===== config.mk =====
export PLATFORM = sky130hd
export DESIGN_NAME = multicycle_ctrl
export DESIGN_NICKNAME = d
export VERILOG_FILES = /design/src/rtl/ctrl_pkg.sv /design/src/rtl/multicycle_ctrl.sv
export SDC_FILE = /design/constraint.sdc
export NUM_CORES = 1
export LEC_CHECK = 0
export ABC_CLOCK_PERIOD_IN_PS = 1600
export CAP_MARGIN = 25
export CORE_MARGIN = 2
export CORE_UTILIZATION = 30
export DETAILED_ROUTE_END_ITERATION = 12
export GPL_TIMING_DRIVEN = 0
export PLACE_DENSITY = 0.65
export SLEW_MARGIN = 20
export SYNTH_ARGS = -nofsm -noshare
export SYNTH_HDL_FRONTEND = slang
export SYNTH_SLANG_ARGS = --single-unit

===== constraint.sdc =====
create_clock -name clk -period 1.6 [get_ports clk]
set_clock_uncertainty 0.1 [all_clocks]
set_input_delay 0.32 -clock clk [delete_from_list [all_inputs] [get_ports clk]]
set_output_delay 0.32 -clock clk [all_outputs]
set_load 0.02 [all_outputs]

===== src/rtl/ctrl_pkg.sv =====
// Shared types and constants for the multicycle controller:
// FSM states, opcodes, ALU encodings and datapath mux selects.
package ctrl_pkg;

    typedef enum logic [2:0] {
        S_FETCH  = 3'd0,
        S_DECODE = 3'd1,
        S_EXEC   = 3'd2,
        S_MEM_RD = 3'd3,
        S_MEM_WR = 3'd4,
        S_HALT   = 3'd5
    } state_t;

    localparam logic [3:0] OP_ADD = 4'b0000;
    localparam logic [3:0] OP_SUB = 4'b0001;
    localparam logic [3:0] OP_AND = 4'b0010;
    localparam logic [3:0] OP_OR  = 4'b0011;
    localparam logic [3:0] OP_LDM = 4'b0100;
    localparam logic [3:0] OP_STM = 4'b0101;
    localparam logic [3:0] OP_JMP = 4'b0110;
    localparam logic [3:0] OP_JZ  = 4'b0111;
    localparam logic [3:0] OP_JC  = 4'b1000;
    localparam logic [3:0] OP_HLT = 4'b1111;

    localparam logic [1:0] ALU_ADD = 2'b00;
    localparam logic [1:0] ALU_SUB = 2'b01;
    localparam logic [1:0] ALU_AND = 2'b10;
    localparam logic [1:0] ALU_OR  = 2'b11;

    localparam logic PC_SEL_INC  = 1'b0;
    localparam logic PC_SEL_IR   = 1'b1;
    localparam logic ACC_SEL_ALU = 1'b0;
    localparam logic ACC_SEL_MEM = 1'b1;
    localparam logic ADDR_SEL_PC = 1'b0;
    localparam logic ADDR_SEL_IR = 1'b1;

endpackage


===== src/rtl/multicycle_ctrl.sv =====
// Multicycle accumulator-CPU control FSM (fetch/decode/exec/mem/halt).
// Optional retire counter output instr_cnt under MULTICYCLE_CTRL_PERF_CNT_EN.
module multicycle_ctrl
    import ctrl_pkg::*;
(
    input  logic       clk,
    input  logic       rst,
    input  logic [3:0] op,
    input  logic       zero,
    input  logic       carry,
    input  logic       mem_rdy,
    output logic       mem_rd,
    output logic       mem_wr,
    output logic       addr_sel,
    output logic       pc_ld,
    output logic       ir_ld,
    output logic       acc_ld,
    output logic       c_ld,
    output logic       pc_sel,
    output logic       acc_sel,
    output logic [1:0] alu_op,
    output logic       retire,
    output logic       halted
`ifdef MULTICYCLE_CTRL_PERF_CNT_EN
    ,
    output logic [15:0] instr_cnt
`endif
);

    state_t r_state;
    state_t w_next;

    always_ff @(posedge clk or posedge rst) begin
        if (rst) begin
            r_state <= S_FETCH;
        end else begin
            r_state <= w_next;
        end
    end

    // Outputs are gated by rst so reset silences every strobe at once
    always_comb begin
        w_next   = r_state;
        mem_rd   = 1'b0;
        mem_wr   = 1'b0;
        addr_sel = ADDR_SEL_PC;
        pc_ld    = 1'b0;
        ir_ld    = 1'b0;
        acc_ld   = 1'b0;
        c_ld     = 1'b0;
        pc_sel   = PC_SEL_INC;
        acc_sel  = ACC_SEL_ALU;
        alu_op   = ALU_ADD;
        retire   = 1'b0;
        halted   = 1'b0;
        if (!rst) begin
            unique case (r_state)
                S_FETCH: begin
                    mem_rd   = 1'b1;
                    addr_sel = ADDR_SEL_PC;
                    if (mem_rdy) begin
                        ir_ld  = 1'b1;
                        pc_ld  = 1'b1;
                        pc_sel = PC_SEL_INC;
                        w_next = S_DECODE;
                    end
                end
                S_DECODE: begin
                    w_next = S_FETCH;
                    case (op)
                        OP_ADD, OP_SUB, OP_AND, OP_OR: begin
                            w_next = S_EXEC;
                        end
                        OP_LDM: w_next = S_MEM_RD;
                        OP_STM: w_next = S_MEM_WR;
                        OP_JMP: begin
                            pc_ld  = 1'b1;
                            pc_sel = PC_SEL_IR;
                            retire = 1'b1;
                        end
                        OP_JZ: begin
                            pc_ld  = zero;
                            pc_sel = zero ? PC_SEL_IR : PC_SEL_INC;
                            retire = 1'b1;
                        end
                        OP_JC: begin
                            pc_ld  = carry;
                            pc_sel = carry ? PC_SEL_IR : PC_SEL_INC;
                            retire = 1'b1;
                        end
                        OP_HLT: begin
                            w_next = S_HALT;
                            retire = 1'b1;
                        end
                        default: retire = 1'b1;
                    endcase
                end
                S_EXEC: begin
                    acc_ld  = 1'b1;
                    acc_sel = ACC_SEL_ALU;
                    alu_op  = op[1:0];
                    c_ld    = (op[1:0] == ALU_ADD) || (op[1:0] == ALU_SUB);
                    retire  = 1'b1;
                    w_next  = S_FETCH;
                end
                S_MEM_RD: begin
                    mem_rd   = 1'b1;
                    addr_sel = ADDR_SEL_IR;
                    if (mem_rdy) begin
                        acc_ld  = 1'b1;
                        acc_sel = ACC_SEL_MEM;
                        retire  = 1'b1;
                        w_next  = S_FETCH;
                    end
                end
                S_MEM_WR: begin
                    mem_wr   = 1'b1;
                    addr_sel = ADDR_SEL_IR;
                    if (mem_rdy) begin
                        retire = 1'b1;
                        w_next = S_FETCH;
                    end
                end
                S_HALT: begin
                    halted = 1'b1;
                end
                default: w_next = S_FETCH;
            endcase
        end
    end

`ifdef MULTICYCLE_CTRL_PERF_CNT_EN
    logic [15:0] r_instr_cnt;

    always_ff @(posedge clk or posedge rst) begin
        if (rst) begin
            r_instr_cnt <= 16'd0;
        end else if (retire) begin
            r_instr_cnt <= r_instr_cnt + 16'd1;
        end
    end

    assign instr_cnt = r_instr_cnt;
`endif

endmodule


After elaboration in Yosys (flattened, before gate mapping)
Index checks and enable logic that the tools add are counted.

word-level totals
  output and inout port bits = 13
  input bits = 9
  word-level logic and storage cells = 63
  bits in registers = 3

operators by class
  mux-type cells = 34
  equality and inequality tests = 17
  reductions and logical operators = 9
  bitwise operators = 2

operator list
  operator                                       count
  one-hot mux 3 bit (4 select lines)             2
  two-way mux 1 bit                              23
  == test 4 x 3 -> 1 bit, second input constant  4
  one-hot mux 1 bit (3 select lines)             3
  == test 4 x 2 -> 1 bit, second input constant  2
  == test 4 bit, second input constant           2
  == test 3 x 2 -> 1 bit, second input constant  2
  == test 3 bit, second input constant           2
  two-way mux 3 bit                              2
  OR reduction 6 bit                             1
  == test 4 x 1 -> 1 bit, second input constant  1
  logical NOT 4 bit                              1
  two-way mux 2 bit                              2
  one-hot mux 1 bit (2 select lines)             2
  AND reduction 4 bit                            1
  OR reduction 2 bit                             2
  OR reduction 4 bit                             1
  == test 3 x 1 -> 1 bit, second input constant  1
  logical NOT 3 bit                              1
  == test 2 x 1 -> 1 bit, second input constant  1
  logical NOT 2 bit                              1
  != test 2 x 1 -> 1 bit, second input constant  1
  != test 2 bit, second input constant           1
  NOT 1 bit                                      2
  logical OR 1 bit                               1

Longest topological paths before layout
Gate-level depths: netlist (run 1).

  depth after elaboration = 5
  gate-level depth with buffers = 5
  mapped depth without buffers = 3

Least setup slack after synthesis (run 1)
No wires, ideal clock.

  path type = in2out
  start point = input port op[1]
  end point = output port retire
  path buffers = 1
  path slack = -0.348 ns
  stages = 4
  data required time = 1.180 ns
  data arrival time = 1.528 ns
  path through = clkbuf_1 a21o_1 a21oi_1 o41ai_1

on the way
  word-level cells in the longest chain between the ends = 5
  elaborated cells between the ends (all ways) = 10

RTL lines
  what                                            line                   text
  start: declaration                              multicycle_ctrl.sv:8   input logic [3:0] op,
  == test 4 x 3 -> 1 bit (tied with other cells)  multicycle_ctrl.sv:70  case (op)
  OR reduction 6 bit (no source line) *           n/a
  two-way mux 1 bit *                             multicycle_ctrl.sv:70
  one-hot mux 1 bit (3 select lines) *            multicycle_ctrl.sv:57  unique case (r_state)
  two-way mux 1 bit *                             multicycle_ctrl.sv:56  if (!rst) begin
  end: declaration                                multicycle_ctrl.sv:22  output logic retire,

Mark *: on every way between the ends. The rest lies on a longest branch, timed or not.

Final worst setup path (run 1)
  start point = register r_state[1]
  end point = output port acc_ld

on the way
  word-level cells in the longest chain between the ends = 3
  elaborated cells between the ends (all ways) = 4

RTL lines
  what                                  line                   text
  start: declaration                    multicycle_ctrl.sv:30  state_t r_state;
  start signal: assignment              multicycle_ctrl.sv:37  r_state <= w_next;
  == test 3 x 2 -> 1 bit                multicycle_ctrl.sv:57
  one-hot mux 1 bit (2 select lines) *  multicycle_ctrl.sv:57
  two-way mux 1 bit *                   multicycle_ctrl.sv:56
  end: declaration                      multicycle_ctrl.sv:17  output logic acc_ld,

Marked as above.

==> results of run 1 <==
-- worst min-delay path, delay by kind of cell --
kind / cells / cell delay (ps)
buffers and inverters: 3 / 920
-- area by class of cell --
type	instances	area, sq um	share of cell area
clock buffers	4	26.3	0.0270
repair buffers	35	308	0.316
plain buffers	6	73.8	0.0757
multi-input cells	49	453	0.465
well taps	15	18.8	0.0193
inverters	4	17.5	0.0180
flip-flops and latches	3	77.6	0.0796
-- power by group --
part / switching [mW] / internal, mW
registers: 0.0499 / 0.106
logic: 0.436 / 0.455
clock network: 0.0442 / 0.0938
total: 0.530 / 0.654
-- cell families after synthesis --
| family | share of synthesized area |
|---|---|
| xor+xnor | 0.0390 |
| mux | 0.0669 |
| simple gates | 0.485 |
| buf+inv | 0.0919 |
| flops | 0.167 |
| compound gates | 0.150 |
-- metal layers --
metal	up-vias	track usage	wire, microns
met3	7	0.0213	60
met1	304	0.221	713
met4	0	0.131	62
met5	-	0	0
met2	23	0.342	948
li1	308	-	-
-- repair_timing --
| action | CTS | global route |
|---|---|---|
| resized for setup | 106 | 7 |
| endpoints found under the hold margin | 3 | 0 |
| buffers inserted | 12 | 1 |
| cloned | 1 | 0 |
| endpoints found under the setup margin | 16 | 13 |
| pin swaps | 9 | 4 |
| hold buffers | 1 | 0 |
-- stage by stage --
stage / total power, mW / instance area, sq um / hold WS (ps)
6_report: 1.18 / 975 / 563
5_1_grt: 1.24 / 975 / 610
4_1_cts: 1.09 / 933 / 562
3_5_place_dp: 0.676 / 688 / 459
3_3_place_gp: 0.665 / 688 / 463
2_1_floorplan: 0.491 / 469 / -4.24
-- cell usage after synthesis (2+ instances only) --
| cell type | n | area, sq um |
|---|---|---|
| dfrtp_1 | 3 | 75.1 |
| and3_1 | 2 | 12.5 |
| mux2_4 | 2 | 30.0 |
| nand3_1 | 4 | 20.0 |
| a21oi_1 | 2 | 10.0 |
| nor4_1 | 2 | 12.5 |
| nand2_1 | 2 | 7.51 |
| nor2b_1 | 3 | 18.8 |
| buf_2 | 3 | 15.0 |
| clkbuf_1 | 3 | 11.3 |
| and4_1 | 2 | 17.5 |
| inv_1 | 4 | 15.0 |
| o21ai_0 | 3 | 15.0 |
| nor3b_1 | 3 | 22.5 |
| nor2_1 | 8 | 30.0 |
| nor4b_1 | 4 | 35.0 |
| xor2_1 | 2 | 17.5 |
-- path summary, 6_finish.rpt --
check	endpoint	slack, ps	depth (start not counted)
worst min register to register	r_state[0]	740	3
worst min-delay path	r_state[0]	560	3
max in group asynchronous	r_state[2]	680	3
worst max-delay path	acc_ld	-240	5
worst max register to register	r_state[2]	30	4
min in group clk	r_state[1]	640	4
==> flow_metrics.env, run 1 <==
export IMPL_status="finished with violations"
export IMPL_failed_checks="negative setup slack"
export IMPL_cts_buffers=3
export IMPL_wire_per_inst_microns=15.4
export IMPL_start_util=0.333
export IMPL_finalSetupViolations=13
export IMPL_crit_path_end_kind="output pin"
export IMPL_dp_final_hpwl_microns=1020
export IMPL_leakage_nw=0.445
export IMPL_ys_warn_count=0
export IMPL_netlist_instances=62
export IMPL_cts_sinks=3
export IMPL_ios=22
export IMPL_die_w_microns=42.7
export IMPL_io_buffers=20
export IMPL_largest_reg_flops=3
export IMPL_via_per_inst=5.53
export IMPL_hold_path_class="primary input to asynchronous set/reset pin"
export IMPL_cp_cell_sequence="buf_6 > nor2b_2 > o21ai_0 > nor2_1 > clkdlybuf4s15_2"
export IMPL_finalWeightedCongestion=0.782
export IMPL_layout_common_cells="buf_4 (16), buf_6 (9), nor2_1 (4)"
export IMPL_rsz0062_at_grt="true"
export IMPL_nets=111
export IMPL_cts_root_buffer="clkbuf_4"
export IMPL_regMostFlops="r_state"
export IMPL_core_area_sq_um=1350
export IMPL_synth_flop_cell="dfrtp_1"
export IMPL_critPathRequiredTime_ps=1180
export IMPL_fp_dieArea_sq_um=1820
export IMPL_drive_gt1_frac=0.574
export IMPL_criticalPathCategory="flip-flop to output pin"
export IMPL_worst_path_max_delay_cell="dfrtp_1"
export IMPL_drt_pass1_iter_count=4
export IMPL_syn_to_final_growth_pct=117
export IMPL_crit_arrival_ps=1420
export IMPL_hold_viol=0
export IMPL_fill_cells=107
export IMPL_die_height_microns=42.7
export IMPL_clk_latency_ps=240
export IMPL_dr_total_vias=642
export IMPL_fin_util=0.722
export IMPL_final_cells=116
export IMPL_cts_max_level=1
export IMPL_cts_max_path_buffers=2
export IMPL_slew_headroom=0.748
export IMPL_period_share=1.15
export IMPL_slew_violations=0
export IMPL_first_global_vias=673
export IMPL_path_clk_slew_ps=40
export IMPL_yosysUniqueCellTypes=27
export IMPL_dp_cells=97
export IMPL_n_antenna_cell=0
export IMPL_cp_max_fo=6
export IMPL_syn_num_nets=71
export IMPL_startpoint_type="flip-flop"
export IMPL_startpoint="r_state[1]"
export IMPL_synth_edf_count=0
export IMPL_place_ws_ps=-1170
export IMPL_totalWireLength_microns=1780
export IMPL_overflow=0
export IMPL_cts_tree="done"
export IMPL_reg_largest_list="r_state: 3 flops"
export IMPL_ys_ff_latch=3
export IMPL_first_iter_violations=12
export IMPL_ys_seq_area_frac=0.167
export IMPL_antenna_left=0
export IMPL_grt_pass1_wl_microns=2790
export IMPL_finalSetupTns_ps=-2260
export IMPL_cpPeakStageDelay_ps=330
export IMPL_avgSynthCellArea_sq_um=7.24
export IMPL_netlist_area_sq_um=449
export IMPL_fin_crit_ps=1840
export IMPL_powerDensity_nw_per_um2=1220
export IMPL_grt_total_usage=0.197
export IMPL_drc=0
export IMPL_final_common_cell="buf_4"
export IMPL_max_freq_mhz=543
export IMPL_maxCapViolCount=0
export IMPL_vdd_drop_max_mv=0.574
export IMPL_rows=13
export IMPL_async_flop_share=1.00
export IMPL_grt_max_degree=10
export IMPL_path_delay_family="buffers and inverters"
export IMPL_setup_ws_ps=-243
export IMPL_tightest_slew_ps=378
export IMPL_worstPathBufferInverterCount=2
export IMPL_r2r_start="r_state[1]"
export IMPL_grt_antenna_before_repair=0
(Power assumes the default switching activity.)
==> run 2: changes to the inputs <==
Settings changed: ABC_CLOCK_PERIOD_IN_PS 1600 to 2200, CORE_UTILIZATION 30 to 24, PLACE_DENSITY 0.65 to 0.55, RECOVER_POWER from default to 25.
Clock period 1.6 ns to 2.2 ns, I/O delays scaled along.
==> flow_metrics.env, run 2 (same netlist as run 1, synthesis figures left out) <==
export IMPL_status="finished, final reports clean"
export IMPL_cp_cell_sequence="dlygate4sd2_1 > clkbuf_8 > nor4b_4 > o211ai_1 > nand3_1 > buf_2"
export IMPL_slew_violations=0
export IMPL_worstPathBufferInverterCount=3
export IMPL_critPathRequiredTime_ps=1660
export IMPL_antenna_left=0
export IMPL_cts_max_level=1
export IMPL_reg_largest_list="r_state: 3 flops"
export IMPL_first_global_vias=479
export IMPL_crit_arrival_ps=1570
export IMPL_fp_dieArea_sq_um=2230
export IMPL_drive_gt1_frac=0.273
export IMPL_regMostFlops="r_state"
export IMPL_cts_root_buffer="clkbuf_4"
export IMPL_path_delay_family="buffers and inverters"
export IMPL_period_share=0.957
export IMPL_hold_viol=0
export IMPL_worst_path_max_delay_cell="nor4b_4"
export IMPL_clk_latency_ps=250
export IMPL_cts_sinks=3
export IMPL_die_height_microns=47.3
export IMPL_final_common_cell="nor2_1"
export IMPL_die_w_microns=47.3
export IMPL_cpPeakStageDelay_ps=300
export IMPL_ios=22
export IMPL_leakage_nw=0.357
export IMPL_drt_pass1_iter_count=4
export IMPL_cts_max_path_buffers=2
export IMPL_first_iter_violations=7
export IMPL_rsz0062_at_grt="false"
export IMPL_totalWireLength_microns=1410
export IMPL_tightest_slew_ps=359
export IMPL_finalWeightedCongestion=0.774
export IMPL_final_cells=113
export IMPL_finalSetupViolations=0
export IMPL_wire_per_inst_microns=12.5
export IMPL_core_area_sq_um=1750
export IMPL_fill_cells=198
export IMPL_criticalPathCategory="primary input to output pin"
export IMPL_grt_antenna_before_repair=0
export IMPL_vdd_drop_max_mv=0.393
export IMPL_layout_common_cells="nor2_1 (8), clkbuf_2 (7), dlygate4sd2_1 (7), clkbuf_4 (5)"
export IMPL_start_util=0.257
export IMPL_max_freq_mhz=475
export IMPL_io_buffers=20
export IMPL_maxCapViolCount=0
export IMPL_startpoint_type="primary input"
export IMPL_cp_max_fo=5
export IMPL_syn_to_final_growth_pct=57.9
export IMPL_hold_buffers=0
export IMPL_via_per_inst=4.95
export IMPL_path_clk_slew_ps=40
export IMPL_largest_reg_flops=3
export IMPL_nets=98
export IMPL_dr_total_vias=559
export IMPL_grt_total_usage=0.137
export IMPL_slew_headroom=0.760
export IMPL_dp_final_hpwl_microns=949
export IMPL_dp_cells=107
export IMPL_seqCellArea_sq_um=76.3
export IMPL_grt_pass1_wl_microns=2120
export IMPL_cts_tree="done"
export IMPL_powerDensity_nw_per_um2=807
export IMPL_cts_buffers=3
export IMPL_hold_path_class="primary input to asynchronous set/reset pin"
export IMPL_drc=0
export IMPL_rows=15
export IMPL_n_antenna_cell=0
export IMPL_multi_input_area_sq_um=354
export IMPL_crit_path_end_kind="output pin"
export IMPL_power_uw=573
export IMPL_overflow=0
export IMPL_fin_crit_ps=2110
export IMPL_grt_max_degree=11
==> run 2: path summary, 6_finish.rpt <==
| check | from | to | slack, ps | cells past startpoint |
|---|---|---|---|---|
| max in group asynchronous | rst | r_state[2] | 1630 | 2 |
| worst max register to register | r_state[0] | r_state[1] | 690 | 3 |
| min in group clk | r_state[2] | r_state[0] | 670 | 2 |
| worst min-delay path | rst | r_state[0] | 170 | 2 |
| worst min register to register | r_state[2] | r_state[0] | 670 | 2 |
| worst max-delay path | rst | pc_ld | 90 | 6 |
==> run 2: cell type report <==
class / instances / share of cell area
clock buffer: 4 / 0.0370
buffer: 6 / 0.0564
tap: 25 / 0.0441
inverter: 4 / 0.0212
timing repair buffer: 22 / 0.235
sequential: 3 / 0.108
multi-input combinational: 49 / 0.499
==> run 2: power by group <==
group	switching, mW	internal (mW)	total [mW]
Clock	0.0375	0.0686	0.106
Combinational	0.211	0.157	0.368
Sequential	0.0236	0.0748	0.0984
==> run 2: per-stage QoR <==
step | setup TNS, ps | hold WS [ps] | util | instance area [sq um] | setup WS (ps)
3_5_place_dp | -5550 | 583 | 0.390 | 681 | -726
3_3_place_gp | -5640 | 582 | 0.390 | 681 | -772
6_report | 0 | 174 | 0.406 | 709 | 94.7
4_1_cts | 0 | 171 | 0.418 | 729 | 2.22
5_1_grt | 0 | 199 | 0.406 | 709 | 3.07
2_1_floorplan | 0 | 116 | - | 449 | 12.1
==> run 2: routing by layer <==
layer  part of all wire  up-vias  GRT usage
li1                   -      284          -
met1               0.46      257      0.170
met2               0.48       16      0.216
met3              0.050        2     0.0500
met4             0.0085        0     0.0500
met5                  0        -          0
==> run 2: repair_timing <==
item,4_1_cts,5_1_grt
gates resized for setup,37,18
setup endpoints to repair,13,8
gates cloned,1,0
pin swaps,2,0
setup buffers,1,0
==> run 3: changes to the inputs <==
Settings changed: CTS_BUF_LIST from default to sky130_fd_sc_hd__clkbuf_8 sky130_fd_sc_hd__clkbuf_16.
==> flow_metrics.env, run 3 (same netlist as run 1, synthesis figures left out) <==
export IMPL_nets=98
export IMPL_tightest_slew_ps=360
export IMPL_finalSetupTns_ps=0
export IMPL_first_iter_violations=9
export IMPL_setup_ws_ps=95.3
export IMPL_switching_power_uw=280
export IMPL_fill_cells=192
export IMPL_internal_power_uw=352
export IMPL_core_area_sq_um=1750
export IMPL_rows=15
export IMPL_regMostFlops="r_state"
export IMPL_antenna_left=0
export IMPL_drive_gt1_frac=0.261
export IMPL_final_area_sq_um=729
export IMPL_grt_use_met1=0.177
export IMPL_hold_path_class="primary input to asynchronous set/reset pin"
export IMPL_worst_path_max_delay_cell="dfrtp_1"
export IMPL_fp_dieArea_sq_um=2230
export IMPL_cp_max_fo=10
export IMPL_cts_tree="done"
export IMPL_cp_cell_sequence="buf_2 > clkbuf_4 > xor2_1 > nor3_1 > clkdlybuf4s15_1"
export IMPL_startpoint_type="flip-flop"
export IMPL_switching_share=0.444
export IMPL_powerDensity_nw_per_um2=866
export IMPL_vdd_drop_max_mv=0.448
export IMPL_grt_busiest_layer="met2"
export IMPL_hold_viol=0
export IMPL_maxCapViolCount=0
export IMPL_cts_buffers=3
export IMPL_fin_crit_ps=2100
export IMPL_grt_antenna_before_repair=0
export IMPL_start_util=0.257
export IMPL_n_antenna_cell=0
export IMPL_max_freq_mhz=475
export IMPL_critPathRequiredTime_ps=1660
export IMPL_leakage_nw=0.372
export IMPL_grt_total_usage=0.140
export IMPL_grt_max_degree=11
export IMPL_power_frac_comb=0.591
export IMPL_hold_slack_ps=203
export IMPL_dr_total_vias=565
export IMPL_wire_per_inst_microns=12.5
export IMPL_period_share=0.957
export IMPL_slew_headroom=0.760
export IMPL_finalWeightedCongestion=0.774
export IMPL_dp_cells=107
export IMPL_criticalPathCategory="flip-flop to output pin"
export IMPL_finalSetupViolations=0
export IMPL_pwr_share_clk=0.253
export IMPL_via_per_inst=5.00
export IMPL_grt_pass1_wl_microns=2150
export IMPL_drt_pass1_iter_count=4
export IMPL_final_cells=113
export IMPL_crit_path_end_kind="output pin"
export IMPL_place_ws_ps=-726
export IMPL_slew_violations=0
export IMPL_io_buffers=20
export IMPL_sequentialPowerShare=0.155
export IMPL_power_uw=632
export IMPL_status="finished, final reports clean"
export IMPL_cts_root_buffer="clkbuf_8"
export IMPL_crit_arrival_ps=1560
export IMPL_rsz0062_at_grt="false"
export IMPL_syn_to_final_growth_pct=62.4
export IMPL_cts_sinks=3
export IMPL_path_clk_slew_ps=30
export IMPL_fin_util=0.418
export IMPL_clk_latency_ps=220
export IMPL_layout_common_cells="nor2_1 (8), dlygate4sd2_1 (8), clkbuf_2 (6), inv_1 (5)"
export IMPL_drc=0
export IMPL_cts_max_path_buffers=2
export IMPL_die_height_microns=47.3
export IMPL_dp_final_hpwl_microns=949
export IMPL_ios=22
export IMPL_use_met2=0.219
export IMPL_largest_reg_flops=3
export IMPL_die_w_microns=47.3
export IMPL_overflow=0
export IMPL_totalWireLength_microns=1410
export IMPL_reg_largest_list="r_state: 3 flops"
export IMPL_cpPeakStageDelay_ps=340
export IMPL_first_global_vias=473
export IMPL_met3_usage=0.0500
export IMPL_cts_max_level=1
export IMPL_dpl_cell_area_sq_um=681
## run 3: changes by cell type in the layout (fill, tap and decap cells not counted)
cell           previous run  this run
clkbuf_4                  5         2
clkbuf_8                  1         4
buf_2                     3         4
buf_4                     3         2
clkbuf_1                  2         1
clkbuf_2                  7         6
dlygate4sd2_1             7         8
inv_1                     4         5
## run 3: final timing paths
check | startpoint | endpoint | slack, ps | cells after the start
min in group clk | r_state[2] | r_state[0] | 700 | 2
setup reg to reg | r_state[0] | r_state[1] | 690 | 3
setup / recovery | r_state[1] | mem_rd | 100 | 5
hold / removal | rst | r_state[0] | 200 | 2
hold reg to reg | r_state[2] | r_state[0] | 700 | 2
max in group asynchronous | rst | r_state[2] | 1600 | 2
## run 3: worst max-delay path: cells and delay by family, from the launching register on
family                 cells  cell delay [ps]
buffers and inverters      3              690
flip-flops                 1              340
XOR/XNOR                   1              170
AND/OR/NAND/NOR            1              130
## run 3: power by group through the flow
stage | logic (mW) | clock network [mW] | registers (mW)
2_1_floorplan | 0.256 | 0 | 0.0873
3_3_place_gp | 0.381 | 0 | 0.0931
3_5_place_dp | 0.377 | 0 | 0.0938
4_1_cts | 0.378 | 0.166 | 0.0978
5_1_grt | 0.404 | 0.171 | 0.102
6_report | 0.374 | 0.160 | 0.0982
## run 3: layer usage
layer | share of wire | routed length [microns]
met1 | 0.44 | 623
met2 | 0.50 | 705
met3 | 0.045 | 63
met4 | 0.015 | 21
met5 | 0 | 0
## run 3: layout make-up
cell class | instances | area, sq um | area share
Multi-Input combinational cell | 49 | 354 | 0.485
Sequential cell | 3 | 76.3 | 0.105
Clock inverter | 1 | 3.75 | 0.00515
Tap cell | 25 | 31.3 | 0.0429
Timing Repair Buffer | 22 | 168 | 0.230
Buffer | 6 | 40.0 | 0.0549
Clock buffer | 3 | 41.3 | 0.0566
Inverter | 4 | 15.0 | 0.0206
## run 3: timing repair
action | 4_1_cts | 5_1_grt
hold buffers | 0 | 0
gates cloned | 1 | 0
resized for setup | 37 | 14
setup buffers | 1 | 0
pin swaps | 2 | 0
endpoints found under the hold margin | 0 | 0
setup endpoints to repair | 13 | 7
